File: src/rtl/dual_lane_name_scheduler_if.sv
// Requester handshake, pipeline hold and dual issue-lane bus of the
// dual-lane name scheduler. The master side offers names and consumes lane
// words; the slave side is the scheduler itself.
interface dual_lane_name_scheduler_if #(
  parameter int WORD_SIZE       = 32,
  parameter int MAX_NAME_LENGTH = 8,
  parameter int LEN_SIZE        = 4,
  parameter int IDX_SIZE        = 3
);
  localparam int NAME_W = WORD_SIZE * MAX_NAME_LENGTH;

  logic                 req_valid_0_in;
  logic [NAME_W-1:0]    req_name_0_in;
  logic [LEN_SIZE-1:0]  req_len_0_in;
  logic                 req_ready_0_out;
  logic                 req_valid_1_in;
  logic [NAME_W-1:0]    req_name_1_in;
  logic [LEN_SIZE-1:0]  req_len_1_in;
  logic                 req_ready_1_out;
  logic                 stall_in;
  logic                 lane_valid_1_out;
  logic [WORD_SIZE-1:0] lane_word_1_out;
  logic [IDX_SIZE-1:0]  lane_idx_1_out;
  logic                 lane_last_1_out;
  logic                 lane_tag_1_out;
  logic                 lane_valid_2_out;
  logic [WORD_SIZE-1:0] lane_word_2_out;
  logic [IDX_SIZE-1:0]  lane_idx_2_out;
  logic                 lane_last_2_out;
  logic                 lane_tag_2_out;

  modport master (
    output req_valid_0_in, req_name_0_in, req_len_0_in,
    output req_valid_1_in, req_name_1_in, req_len_1_in,
    output stall_in,
    input  req_ready_0_out, req_ready_1_out,
    input  lane_valid_1_out, lane_word_1_out, lane_idx_1_out, lane_last_1_out, lane_tag_1_out,
    input  lane_valid_2_out, lane_word_2_out, lane_idx_2_out, lane_last_2_out, lane_tag_2_out
  );

  modport slave (
    input  req_valid_0_in, req_name_0_in, req_len_0_in,
    input  req_valid_1_in, req_name_1_in, req_len_1_in,
    input  stall_in,
    output req_ready_0_out, req_ready_1_out,
    output lane_valid_1_out, lane_word_1_out, lane_idx_1_out, lane_last_1_out, lane_tag_1_out,
    output lane_valid_2_out, lane_word_2_out, lane_idx_2_out, lane_last_2_out, lane_tag_2_out
  );
endinterface

File: src/rtl/dual_lane_name_scheduler.sv
// Round-robin issue scheduler: two requesters each hand over a whole name,
// which is assigned to a free issue lane and streamed out one word per cycle.
// Index 0 of every internal lane array is lane 1, index 1 is lane 2.
module dual_lane_name_scheduler #(
  parameter int WORD_SIZE       = 32,
  parameter int MAX_NAME_LENGTH = 8,
  parameter int LEN_SIZE        = 4,
  parameter int IDX_SIZE        = 3
) (
  input logic                      clk_in,
  input logic                      rst_n_in,
  dual_lane_name_scheduler_if.slave bus
);
  localparam int NAME_W = WORD_SIZE * MAX_NAME_LENGTH;

  typedef enum logic {ST_IDLE, ST_ISSUE} state_t;

  // Effective length minus one: zero length counts as one word, long names clamp.
  function automatic logic [LEN_SIZE-1:0] eff_len_m1(input logic [LEN_SIZE-1:0] len);
    if (len == '0) return '0;
    if (len > LEN_SIZE'(MAX_NAME_LENGTH)) return LEN_SIZE'(MAX_NAME_LENGTH - 1);
    return len - LEN_SIZE'(1);
  endfunction

  function automatic logic [WORD_SIZE-1:0] word_at(input logic [NAME_W-1:0] name,
                                                   input logic [IDX_SIZE-1:0] idx);
    return name[idx*WORD_SIZE +: WORD_SIZE];
  endfunction

  logic                 w_stall;
  logic [1:0]           w_req_valid;
  logic [NAME_W-1:0]    w_req_name [2];
  logic [LEN_SIZE-1:0]  w_req_len  [2];

  state_t               r_state [2];
  logic [NAME_W-1:0]    r_name  [2];
  logic [LEN_SIZE-1:0]  r_lm1   [2];
  logic [IDX_SIZE-1:0]  r_idx   [2];
  logic [WORD_SIZE-1:0] r_word  [2];
  logic                 r_last  [2];
  logic                 r_tag   [2];
  logic                 r_ptr;

  logic [1:0]           w_free;
  logic [1:0]           w_gnt;     // per requester
  logic [1:0]           w_load;    // per lane
  logic [1:0]           w_sel;     // per lane: requester being loaded
  logic                 w_contend;
  logic [IDX_SIZE-1:0]  w_nidx    [2];
  logic [LEN_SIZE-1:0]  w_load_lm1 [2];

  assign w_stall       = bus.stall_in;
  assign w_req_valid   = {bus.req_valid_1_in, bus.req_valid_0_in};
  assign w_req_name[0] = bus.req_name_0_in;
  assign w_req_name[1] = bus.req_name_1_in;
  assign w_req_len[0]  = bus.req_len_0_in;
  assign w_req_len[1]  = bus.req_len_1_in;

  // Per-lane freeness, next index and the length of the name about to be loaded.
  always_comb begin
    for (int l = 0; l < 2; l++) begin
      w_free[l]     = (r_state[l] == ST_IDLE) || (r_last[l] && !w_stall);
      w_nidx[l]     = r_idx[l] + IDX_SIZE'(1);
      w_load_lm1[l] = eff_len_m1(w_req_len[w_sel[l]]);
    end
  end

  // Grant arbitration: fixed pairing when both lanes are free, lowest free lane
  // for a single requester, round-robin pointer when two requesters share one lane.
  always_comb begin
    w_gnt     = '0;
    w_load    = '0;
    w_sel     = '0;
    w_contend = 1'b0;
    if (rst_n_in && !w_stall) begin
      if (&w_req_valid) begin
        if (&w_free) begin
          w_gnt  = 2'b11;
          w_load = 2'b11;
          w_sel  = 2'b10;
        end else if (|w_free) begin
          w_contend    = 1'b1;
          w_gnt[r_ptr] = 1'b1;
          w_load       = w_free;
          w_sel        = {2{r_ptr}};
        end
      end else if (|w_req_valid) begin
        w_sel = {2{w_req_valid[1]}};
        if (w_free[0]) begin
          w_gnt  = w_req_valid;
          w_load = 2'b01;
        end else if (w_free[1]) begin
          w_gnt  = w_req_valid;
          w_load = 2'b10;
        end
      end
    end
  end

  assign bus.req_ready_0_out = w_gnt[0];
  assign bus.req_ready_1_out = w_gnt[1];

  // Round-robin pointer flips only after a contended grant.
  always_ff @(posedge clk_in or negedge rst_n_in) begin
    if (!rst_n_in)      r_ptr <= 1'b0;
    else if (w_contend) r_ptr <= ~r_ptr;
  end

  // Name storage; contents are irrelevant while a lane is idle.
  always_ff @(posedge clk_in) begin
    for (int l = 0; l < 2; l++)
      if (!w_stall && w_load[l]) r_name[l] <= w_req_name[w_sel[l]];
  end

  // Lane FSMs with registered word/index/last/tag outputs, zeroed while idle.
  always_ff @(posedge clk_in or negedge rst_n_in) begin
    if (!rst_n_in) begin
      for (int l = 0; l < 2; l++) begin
        r_state[l] <= ST_IDLE;
        r_lm1[l]   <= '0;
        r_idx[l]   <= '0;
        r_word[l]  <= '0;
        r_last[l]  <= 1'b0;
        r_tag[l]   <= 1'b0;
      end
    end else if (!w_stall) begin
      for (int l = 0; l < 2; l++) begin
        if (w_load[l]) begin
          r_state[l] <= ST_ISSUE;
          r_lm1[l]   <= w_load_lm1[l];
          r_idx[l]   <= '0;
          r_word[l]  <= w_req_name[w_sel[l]][WORD_SIZE-1:0];
          r_last[l]  <= (w_load_lm1[l] == '0);
          r_tag[l]   <= w_sel[l];
        end else if (r_state[l] == ST_ISSUE) begin
          if (r_last[l]) begin
            r_state[l] <= ST_IDLE;
            r_lm1[l]   <= '0;
            r_idx[l]   <= '0;
            r_word[l]  <= '0;
            r_last[l]  <= 1'b0;
            r_tag[l]   <= 1'b0;
          end else begin
            r_idx[l]  <= w_nidx[l];
            r_word[l] <= word_at(r_name[l], w_nidx[l]);
            r_last[l] <= (LEN_SIZE'(w_nidx[l]) == r_lm1[l]);
          end
        end
      end
    end
  end

  assign bus.lane_valid_1_out = (r_state[0] == ST_ISSUE);
  assign bus.lane_word_1_out  = r_word[0];
  assign bus.lane_idx_1_out   = r_idx[0];
  assign bus.lane_last_1_out  = r_last[0];
  assign bus.lane_tag_1_out   = r_tag[0];
  assign bus.lane_valid_2_out = (r_state[1] == ST_ISSUE);
  assign bus.lane_word_2_out  = r_word[1];
  assign bus.lane_idx_2_out   = r_idx[1];
  assign bus.lane_last_2_out  = r_last[1];
  assign bus.lane_tag_2_out   = r_tag[1];
endmodule
File: src/flat_wrapper.sv
// flat-port wrapper written by rule: the top's interface ports become plain ports
module dual_lane_name_scheduler_flat 
#(
  parameter int WORD_SIZE       = 32,
  parameter int MAX_NAME_LENGTH = 8,
  parameter int LEN_SIZE        = 4,
  parameter int IDX_SIZE        = 3
)
  (clk_in, rst_n_in, bus_req_valid_0_in, bus_req_name_0_in, bus_req_len_0_in, bus_req_valid_1_in, bus_req_name_1_in, bus_req_len_1_in, bus_stall_in, bus_req_ready_0_out, bus_req_ready_1_out, bus_lane_valid_1_out, bus_lane_word_1_out, bus_lane_idx_1_out, bus_lane_last_1_out, bus_lane_tag_1_out, bus_lane_valid_2_out, bus_lane_word_2_out, bus_lane_idx_2_out, bus_lane_last_2_out, bus_lane_tag_2_out);
  dual_lane_name_scheduler_if #(.WORD_SIZE(WORD_SIZE), .MAX_NAME_LENGTH(MAX_NAME_LENGTH), .LEN_SIZE(LEN_SIZE), .IDX_SIZE(IDX_SIZE)) bus_i ();
  input logic clk_in;
  input logic rst_n_in;
  input wire logic [$bits(bus_i.req_valid_0_in)-1:0] bus_req_valid_0_in;
  input wire logic [$bits(bus_i.req_name_0_in)-1:0] bus_req_name_0_in;
  input wire logic [$bits(bus_i.req_len_0_in)-1:0] bus_req_len_0_in;
  input wire logic [$bits(bus_i.req_valid_1_in)-1:0] bus_req_valid_1_in;
  input wire logic [$bits(bus_i.req_name_1_in)-1:0] bus_req_name_1_in;
  input wire logic [$bits(bus_i.req_len_1_in)-1:0] bus_req_len_1_in;
  input wire logic [$bits(bus_i.stall_in)-1:0] bus_stall_in;
  output wire logic [$bits(bus_i.req_ready_0_out)-1:0] bus_req_ready_0_out;
  output wire logic [$bits(bus_i.req_ready_1_out)-1:0] bus_req_ready_1_out;
  output wire logic [$bits(bus_i.lane_valid_1_out)-1:0] bus_lane_valid_1_out;
  output wire logic [$bits(bus_i.lane_word_1_out)-1:0] bus_lane_word_1_out;
  output wire logic [$bits(bus_i.lane_idx_1_out)-1:0] bus_lane_idx_1_out;
  output wire logic [$bits(bus_i.lane_last_1_out)-1:0] bus_lane_last_1_out;
  output wire logic [$bits(bus_i.lane_tag_1_out)-1:0] bus_lane_tag_1_out;
  output wire logic [$bits(bus_i.lane_valid_2_out)-1:0] bus_lane_valid_2_out;
  output wire logic [$bits(bus_i.lane_word_2_out)-1:0] bus_lane_word_2_out;
  output wire logic [$bits(bus_i.lane_idx_2_out)-1:0] bus_lane_idx_2_out;
  output wire logic [$bits(bus_i.lane_last_2_out)-1:0] bus_lane_last_2_out;
  output wire logic [$bits(bus_i.lane_tag_2_out)-1:0] bus_lane_tag_2_out;
  assign bus_i.req_valid_0_in = bus_req_valid_0_in;
  assign bus_i.req_name_0_in = bus_req_name_0_in;
  assign bus_i.req_len_0_in = bus_req_len_0_in;
  assign bus_i.req_valid_1_in = bus_req_valid_1_in;
  assign bus_i.req_name_1_in = bus_req_name_1_in;
  assign bus_i.req_len_1_in = bus_req_len_1_in;
  assign bus_i.stall_in = bus_stall_in;
  assign bus_req_ready_0_out = bus_i.req_ready_0_out;
  assign bus_req_ready_1_out = bus_i.req_ready_1_out;
  assign bus_lane_valid_1_out = bus_i.lane_valid_1_out;
  assign bus_lane_word_1_out = bus_i.lane_word_1_out;
  assign bus_lane_idx_1_out = bus_i.lane_idx_1_out;
  assign bus_lane_last_1_out = bus_i.lane_last_1_out;
  assign bus_lane_tag_1_out = bus_i.lane_tag_1_out;
  assign bus_lane_valid_2_out = bus_i.lane_valid_2_out;
  assign bus_lane_word_2_out = bus_i.lane_word_2_out;
  assign bus_lane_idx_2_out = bus_i.lane_idx_2_out;
  assign bus_lane_last_2_out = bus_i.lane_last_2_out;
  assign bus_lane_tag_2_out = bus_i.lane_tag_2_out;
  dual_lane_name_scheduler #(.WORD_SIZE(WORD_SIZE), .MAX_NAME_LENGTH(MAX_NAME_LENGTH), .LEN_SIZE(LEN_SIZE), .IDX_SIZE(IDX_SIZE)) u_core (.clk_in(clk_in), .rst_n_in(rst_n_in), .bus(bus_i));
endmodule
File: config.mk
export PLATFORM = sky130hd
export DESIGN_NAME = dual_lane_name_scheduler_flat
export DESIGN_NICKNAME = d
export VERILOG_FILES = /design/src/rtl/dual_lane_name_scheduler_if.sv /design/src/rtl/dual_lane_name_scheduler.sv /design/src/flat_wrapper.sv
export SDC_FILE = /design/constraint.sdc
export NUM_CORES = 1
export LEC_CHECK = 0
export CORE_AREA = 2 2 409 249
export CTS_CLUSTER_SIZE = 20
export DETAILED_ROUTE_END_ITERATION = 8
export DIE_AREA = 0 0 411 251
export HOLD_SLACK_MARGIN = 0.12
export PLACE_DENSITY = 0.61
export SKIP_LAST_GASP = 1
export SYNTH_ARGS = -nofsm -noshare
export SYNTH_HDL_FRONTEND = slang
export SYNTH_SLANG_ARGS = --single-unit
File: constraint.sdc
create_clock -name clk_in -period 10.4 [get_ports clk_in]
set_input_delay 2.08 -clock clk_in [delete_from_list [all_inputs] [get_ports clk_in]]
set_output_delay 2.08 -clock clk_in [all_outputs]
set_load 0.05 [all_outputs]
Yosys cells after proc, flatten, opt, wreduce, memory -nomap -nowiden
Memory sizes are Yosys's and may differ from the RTL's.
Cells that the tools add are included.
- input bits: 525
- flip-flop bits (word level): 85
- memories: 1
- bits in writable memories: 512
- word-level logic and storage cells: 150
- output and inout port bits: 78
- muxes and demuxes: 91
- equal/unequal tests: 2
- order comparisons: 6
- add/subtract/negate cells: 4
- shift operators: 2
- reduce and logical (&&, ||, !) cells: 25
- bitwise logic cells: 6
- memory list (memory ; words ; width ; rd ports ; clocked after Yosys merged registers in ; wr ports ; line ; source):
    u_core.r_name ; 2 ; 256 ; 2 ; 0 ; 2 ; dual_lane_name_scheduler.sv:36 ; logic [NAME_W-1:0] r_name [2];
- operator list (operator ; number):
    $mux 256 ; 6
    $shiftx 256x9->32 ; 2
    $mux 32 ; 6
    $mux 4 ; 20
    $mux 2 ; 19
    $mux 1 ; 33
    $mux 3 ; 6
    $logic_not 4->1 ; 4
    $eq 3x4->1 ; 2
    $gt 4x4->1 const B ; 2
    $reduce_and 2->1 ; 4
    $reduce_bool 2->1 ; 4
    $sub 4x1->4 const B ; 2
    $add 3x1->3 const B ; 2
    $logic_and 1x1->1 ; 6
    $reduce_and 3->1 ; 2
    $ge 2x2->1 const B ; 2
    $not 1->1 ; 4
    $not 1->2 ; 2
    $reduce_or 2->1 ; 2
    $logic_or 1x1->1 ; 2
    $lt 1x2->1 const B ; 1
    $demux 1 s1 ; 1
    $ge 1x1->1 const B ; 1
    $logic_not 1->1 ; 1

Logic depth before layout (Yosys ltp)
Gate-level depths: netlist of the first run.
- depth after elaboration: 19
- gate-level depth with buffers: 12
- mapped depth without buffers: 9

Worst setup path after synthesis of the first run
OpenSTA, ideal clock, no wires.
- path type: input -> register
- from: input port bus_req_valid_0_in
- to: register u_core.r_word, in the netlist u_core.bus.lane_word_1_out[10]
- setup time: 0.101 ns
- data required time: 10.299 ns
- stages: 6
- arrival: 10.627 ns
- setup slack: -0.329 ns
- path buffers: 2
- cells stage by stage: buf_2 > or2_2 > nand3_1 > clkinv_1 > clkbuf_1 > a221o_1
- cells in the longest elaborated chain, start to end: 9
- elaborated cells on any way between the ends: 15
- those cells by class: 10 x mux; 1 x bitwise; 4 x reduce/logical
- RTL lines (element ; line ; source):
    start: declaration ; flat_wrapper.sv:13 ; input wire logic [$bits(bus_i.req_valid_0_in)-1:0] bus_req_valid_0_in;
    $reduce_or 2->1 ; dual_lane_name_scheduler.sv:87 ; end else if (|w_req_valid) begin
    $mux 2 ; dual_lane_name_scheduler.sv:87 ;
    $mux 2 ; dual_lane_name_scheduler.sv:76 ; if (&w_req_valid) begin
    $mux 2 ; dual_lane_name_scheduler.sv:75 ; if (rst_n_in && !w_stall) begin
    $not 1->2 (implied by the code) ; dual_lane_name_scheduler.sv:132 ; r_word[l] <= w_req_name[w_sel[l]][WORD_SIZE-1:0];
    $mux 256 (3 in a row) ; -- ;
    $mux 32 ; dual_lane_name_scheduler.sv:128 ; if (w_load[l]) begin
    end signal: indexed assignment ; dual_lane_name_scheduler.sv:132 ;
    end signal: indexed assignment ; dual_lane_name_scheduler.sv:145 ; r_word[l] <= word_at(r_name[l], w_nidx[l]);
    end: declaration ; dual_lane_name_scheduler.sv:39 ; logic [WORD_SIZE-1:0] r_word [2];
Several ways; a longest one is shown, not always the timed one. The select of a mux whose other input is x is not followed.
A chain may end at the register's enable or synchronous reset.

Final worst setup path of the first run
- from: input port bus_stall_in
- to: output port bus_req_ready_1_out
- cells in the longest elaborated chain, start to end: 8
- elaborated cells on any way between the ends: 15
- those cells by class: 7 x mux; 8 x reduce/logical
- RTL lines (element ; line ; source):
    start: declaration ; flat_wrapper.sv:19 ; input wire logic [$bits(bus_i.stall_in)-1:0] bus_stall_in;
    $logic_not 1->1 (*) ; dual_lane_name_scheduler.sv:62, dual_lane_name_scheduler.sv:75 ;
    $logic_and 1x1->1 ; dual_lane_name_scheduler.sv:62 ; w_free[l] = (r_state[l] == ST_IDLE) || (r_last[l] && !w_stall);
    $logic_or 1x1->1 ; dual_lane_name_scheduler.sv:62 ;
    $mux 2 / $reduce_or 2->1 (equally long branches) ; dual_lane_name_scheduler.sv:92, dual_lane_name_scheduler.sv:81 ;
    $mux 2, on equally long branches ; dual_lane_name_scheduler.sv:89, dual_lane_name_scheduler.sv:81 ;
    $mux 2, on equally long branches ; dual_lane_name_scheduler.sv:87, dual_lane_name_scheduler.sv:77 ;
    $mux 2 ; dual_lane_name_scheduler.sv:76 ;
    $mux 2 (*) ; dual_lane_name_scheduler.sv:75 ;
    end: declaration ; flat_wrapper.sv:21 ; output wire logic [$bits(bus_i.req_ready_1_out)-1:0] bus_req_ready_1_out;
Mark *: on every way between the ends. The rest lies on a longest branch, timed or not.

==> results of run 1 <==
==> registers in the layout, summed over array words and instances (netlist names), 3 cells and up <==
name	flops
u_core.bus.lane_idx_1_out	3
u_core.bus.lane_idx_2_out	3
u_core.bus.lane_word_1_out	32
u_core.bus.lane_word_2_out	32
u_core.r_lm1	8
u_core.r_name	512
==> cell families (layout without fill, tap and decap cells) <==
family | Yosys count | count (layout) | share of synthesized area (%)
other | 0 | 12 | 0
DFF | 597 | 597 | 59.2
adders and majority gates | 6 | 6 | 0.254
muxes | 735 | 735 | 29.8
and+or+nand+nor | 252 | 252 | 3.95
xor gates and xnor gates | 10 | 10 | 0.296
AOI/OAI and AO/OA | 139 | 139 | 3.52
buffers and inverters | 144 | 751 | 2.96
==> cells in the mapped netlist, types with 32 or more instances <==
cell      count
a221o_1      32
a22oi_1      32
a31oi_1      32
buf_2        49
clkbuf_1     34
dfrtp_1      85
edfxtp_1    512
mux2_1      175
mux2_2      337
mux2i_1     157
mux4_2       66
nand2_1      78
nand3_1      34
nor2_1       77
==> how the worst max path moves through the flow <==
stage	startpoint	end	slack, ns
floorplan	bus_stall_in	u_core.r_name[0][256]	3.56
finish	bus_stall_in	bus_req_ready_1_out	2.93
detailed placement	bus_stall_in	bus_req_ready_1_out	2.98
global route	bus_stall_in	bus_req_ready_1_out	2.77
CTS	bus_stall_in	bus_req_ready_1_out	2.97
global placement	bus_stall_in	bus_req_ready_1_out	3.12
==> per-layer routing <==
layer | vias up | part of all wire [%]
met5 | - | 0.13
met4 | 18 | 2.5
met3 | 159 | 7.7
met2 | 754 | 47
met1 | 9888 | 43
li1 | 8555 | -
==> power breakdown <==
group	internal [mW]	switching, mW	leakage [nW]
sequential	3.00	0.264	5.69
combinational	1.47	2.28	6.35
clock	1.23	0.968	0.937
==> cell type report <==
cell class              instances  area, um^2  area share, %
flip-flops and latches        597       17500           45.2
multi-input cells            1142       11300           29.1
repair buffers                631        6270           16.2
well taps                    1334        1670           4.31
clock buffers                  71        1580           4.09
clock inverters                39         357          0.920
inverters                      10        45.0          0.116
diodes                         12        30.0         0.0775
==> out/qor.csv, run 1 <==
metric,value,unit
status,completed,
Syn Inst Count,1883,
number of global-route vias before repair,20400,
Peak Freq,134,MHz
initial core utilization,29.7,%
H-tree Lvls,2,
reg-to-reg endpoint,u_core.bus.lane_word_2_out[31],
worst r2r src,u_core.bus.lane_last_2_out,
VDD IR max,0.187,mV
PD cells,238,nW/um^2
"reg-to-reg slack, setup",5.29,ns
overall die height,251,um
Synthesized Nets,2414,
Worst EP required,8.32,ns
most used flip-flop cell after synthesis,edfxtp_1,
non-filler instance count after layout,3836,
r2r worst-path depth,11,
worst slew pin tran,1.18,ns
"Slew Viols, Final",0,
Clock Latency Late Sink,0.64,ns
row count,90,
largest net degree at the start of global routing,150,
Die W,411,um
TritonCTS buffer count,59,
Ports,603,
setup TNS,0,ns
clock skew,0.0291,ns
M1 GR Usage,24.9,%
Post-DP HPWL,64.7,mm
worst hold slack,0.491,ns
Synth area leader,edfxtp_1,
CP Data Arrival Time,5.39,ns
clock buffer depth,3,
die area,103000,um^2
Syn Area/Cell,15.7,um^2
Hold Startpoint,u_core.r_lm1[7],
met2 usage,29.6,%
Placed Area,36800,um^2
Synth area leaders,"edfxtp_1 (52%), mux2_2 (13%), dfrtp_1 (7.2%)",
Yosys warning total,0,
final WL,97.6,mm
critical path startpoint category,primary input,
worst-path fanout max,13,
post-layout net count,2972,
routed len/inst,25.5,um
Final ANT Viol Nets,0,
final hold violation count,0,
Final Util,38.9,%
clock tree sinks,597,
mapped cell area,29600,um^2
Layout area overhead,31.0,%
share of layout cells above drive strength 1,21.8,%
"commonest cells after routing, fill and taps aside","clkdlybuf4s50_1 (601), edfxtp_1 (512), mux2_2 (337)",
setup bufs post-CTS,0,
GRT Max-Usage Layer,met2,
core area,99500,um^2
Root Buffer Master,clkbuf_16,
WHS Path Cells,1,
Pre-antenna DRT Iters,5,
worst path cell trace,clkdlybuf4s50_1 -> o21ai_0 -> inv_1 -> ha_1 -> nand2b_1 -> a31oi_4 -> o31a_1 -> clkdlybuf4s50_1,
Setup Viol. Count Final,0,
worst min path class,flop to flop,
hold buffer count at CTS,0,
gr ovfl total,0,
Min-Delay Endpoint,u_core.r_lm1[7],
critical path's top delay family,buffers and inverters,
Max-Cap Viols,0,
clk slew on worst S/H paths,0.06,ns
Cells after DPL,3714,
DR vias/cell,5.05,
CP max-delay cell,clkdlybuf4s50_1,
P_leak,13.0,nW
post-synth top area share,52.0,%
Fillers,9147,
post-synthesis sequential area ratio,59.2,%
cts repair resizes,0,
"commonest non-fill, non-tap cell in the layout",clkdlybuf4s50_1,
Tot Pwr,9.22,mW
DR iter-0 viols,1543,
fin crit period,7.47,ns
Tot GR Track Use,18.4,%
worst path bufs/invs,3,
number of synthesized flops with an enable pin,512,
"Async S/R FF share, synth",14.2,%
register bit total from synthesis,597,
RePlAce Congestion,0.860,
Setup Crit Path Kind,primary input to primary output,
worst relative slew slack,21.5,%
Crit. End Element,primary output,
port bufs,602,
RSZ-0062 raised after global routing,false,
synth unique cells,52,
final cycle utilization of the critical path,71.8,%
CP dominant cell by count,clkdlybuf4s50_1,
Critical Path Stages,8,
CTS tree,yes,
initial antenna violation count,17,
Critical Path Max Stage Delay,0.80,ns
pre-CTS WS,2.98,ns
post-route cell area,38700,um^2
DRC viols,0,
vias after detailed routing,19400,
worst setup margin,2.93,ns
first-pass GRT wire length,141,mm
met3 GRT Util,4.55,%
Power figures use the tool's default switching activity.
==> inputs of run 2 (changes only) <==
Settings changed: PLACE_DENSITY 0.61 to 0.63.
Clock period 10.4 ns to 6.2 ns, I/O delays scaled along.
==> run 2 against run 1 <==
Setup slack got worse by 2.1 ns. Register-to-register slack got worse by 3.3 ns. Final cell count increased by 0.26%. Hold slack gained 0.0032 ns. Cell area increased by 0.45%. Clock skew is 0.011 ns lower.
==> out/qor.csv, run 2 (synthesis gave the netlist of run 1 again) <==
metric,value,unit
Clk pwr share,23.7,%
final WL,98.5,mm
NetSw,5.93,mW
initial antenna violation count,20,
final hold violation count,0,
PD cells,398,nW/um^2
CP Data Arrival Time,4.09,ns
clock skew,0.0186,ns
Crit. End Element,primary output,
largest net degree at the start of global routing,155,
top sig layer,met5,
Pre-antenna DRT Iters,6,
met2 wire len,47.0,mm
H-tree Lvls,2,
Top reg by flops,u_core.r_name,
overall die height,251,um
Largest register FFs,512,
"Slew Viols, Final",0,
clock tree sinks,597,
Gate power share,41.1,%
Metal-1 WL,42.0,mm
RePlAce Congestion,0.848,
worst slew pin tran,1.12,ns
first-pass GRT wire length,141,mm
Final ANT Viol Nets,0,
hold buffer count at CTS,0,
Tot GR Track Use,18.5,%
initial core utilization,29.7,%
P_leak,13.1,nW
"commonest cells after routing, fill and taps aside","clkdlybuf4s50_1 (601), edfxtp_1 (512), mux2_2 (337)",
Die W,411,um
critical path startpoint category,primary input,
RSZ-0062 raised after global routing,false,
Fillers,9168,
clock buffer depth,3,
routed len/inst,25.6,um
DRC viols,0,
number of global-route vias before repair,20600,
met3 WL,6.77,mm
final cycle utilization of the critical path,86.0,%
non-filler instance count after layout,3846,
Ports,603,
Layout area overhead,31.6,%
DR iter-0 viols,1600,
status,completed,
VDD IR max,0.294,mV
gr ovfl total,0,
TritonCTS buffer count,60,
die area,103000,um^2
share of layout cells above drive strength 1,22.2,%
row count,90,
Clock Latency Late Sink,0.64,ns
worst-path fanout max,9,
Peak Freq,187,MHz
Cells after DPL,3723,
worst relative slew slack,25.0,%
Switching Fraction,38.3,%
post-layout net count,2982,
clk slew on worst S/H paths,0.06,ns
Reg area,17500,um^2
area occupied by multi-input gates,11300,um^2
Tot Pwr,15.5,mW
Root Buffer Master,clkbuf_16,
Max-Cap Viols,0,
Worst EP required,4.96,ns
Flop pwr share,35.2,%
cts repair resizes,0,
DR vias/cell,5.04,
Int Pwr,9.55,mW
vias after detailed routing,19400,
setup bufs post-CTS,0,
fin crit period,5.33,ns
Setup Crit Path Kind,primary input to primary output,
CTS tree,yes,
"commonest non-fill, non-tap cell in the layout",clkdlybuf4s50_1,
core area,99500,um^2
port bufs,602,
Post-DP HPWL,66.8,mm
Setup Viol. Count Final,0,
setup TNS,0,ns
worst min path class,flop to flop,
==> run 2: cell count changes in the layout (fill, tap and decap cells not counted) <==
cell	previous run	this run
diode_2	12	9
bufinv_16	6	3
clkbuf_16	61	60
buf_4	28	29
clkbuf_8	2	8
clkbuf_1	8	17
buf_12	2	10
clkinv_1	14	4
inv_6	0	3
clkinvlp_4	6	4
clkinv_8	0	3
inv_8	2	1
==> run 2: power by group through the flow <==
stage / combinational, mW / clock, mW / sequential (mW)
after floorplan: 3.19 / 0 / 6.19
after global placement: 6.32 / 0 / 5.51
after detailed placement: 6.43 / 0 / 5.53
after CTS: 6.45 / 3.76 / 5.46
after global routing: 6.74 / 3.92 / 5.50
final: 6.37 / 3.67 / 5.44
==> run 2: worst paths after layout <==
kind                                             from                        endpoint  slack, ns  cells past startpoint
setup / recovery                         bus_stall_in             bus_req_ready_1_out       0.87                      8
hold / removal                        u_core.r_lm1[3]                 u_core.r_lm1[3]       0.49                      1
setup reg to reg           u_core.bus.lane_last_1_out  u_core.bus.lane_word_2_out[18]       2.00                     11
hold reg to reg                       u_core.r_lm1[3]                 u_core.r_lm1[3]       0.49                      1
max in group asynchronous                    rst_n_in    u_core.bus.lane_idx_1_out[0]       4.46                      2
min in group asynchronous                    rst_n_in   u_core.bus.lane_word_2_out[1]       0.51                      1
==> run 2: area by class of cell <==
type	instances	share of cell area, %
flip-flops and latches	597	45.0
multi-input cells	1142	29.0
repair buffers	640	16.5
clock buffers	85	4.30
well taps	1334	4.29
clock inverters	29	0.714
inverters	10	0.116
diodes	9	0.0579
==> run 2: metal layers <==
| metal | track usage, % | up-vias |
|---|---|---|
| li1 | - | 8579 |
| met1 | 24.5 | 9885 |
| met2 | 30.2 | 746 |
| met3 | 4.21 | 165 |
| met4 | 5.93 | 18 |
| met5 | 0 | - |
==> run 2: per-stage QoR <==
| step | util [%] | worst slack [ns] | hold slack [ns] | instance area (um^2) |
|---|---|---|---|---|
| floorplan | - | 0.198 | 0.455 | 29600 |
| global placement | 37.1 | 0.977 | 0.473 | 36900 |
| detailed placement | 37.1 | 0.709 | 0.476 | 36900 |
| CTS | 39.1 | 0.907 | 0.458 | 38900 |
| global route | 39.1 | 0.725 | 0.476 | 38900 |
| finish | 39.1 | 0.866 | 0.495 | 38900 |
==> run 2: worst max-delay path: stages <==
cell and delay, ns:
clkdlybuf4s50_1 0.56, o21ai_1 0.45, inv_1 0.17, ha_1 0.25
nand2b_1 0.19, a31oi_4 0.25, o31a_1 0.19, clkdlybuf4s50_1 0.81
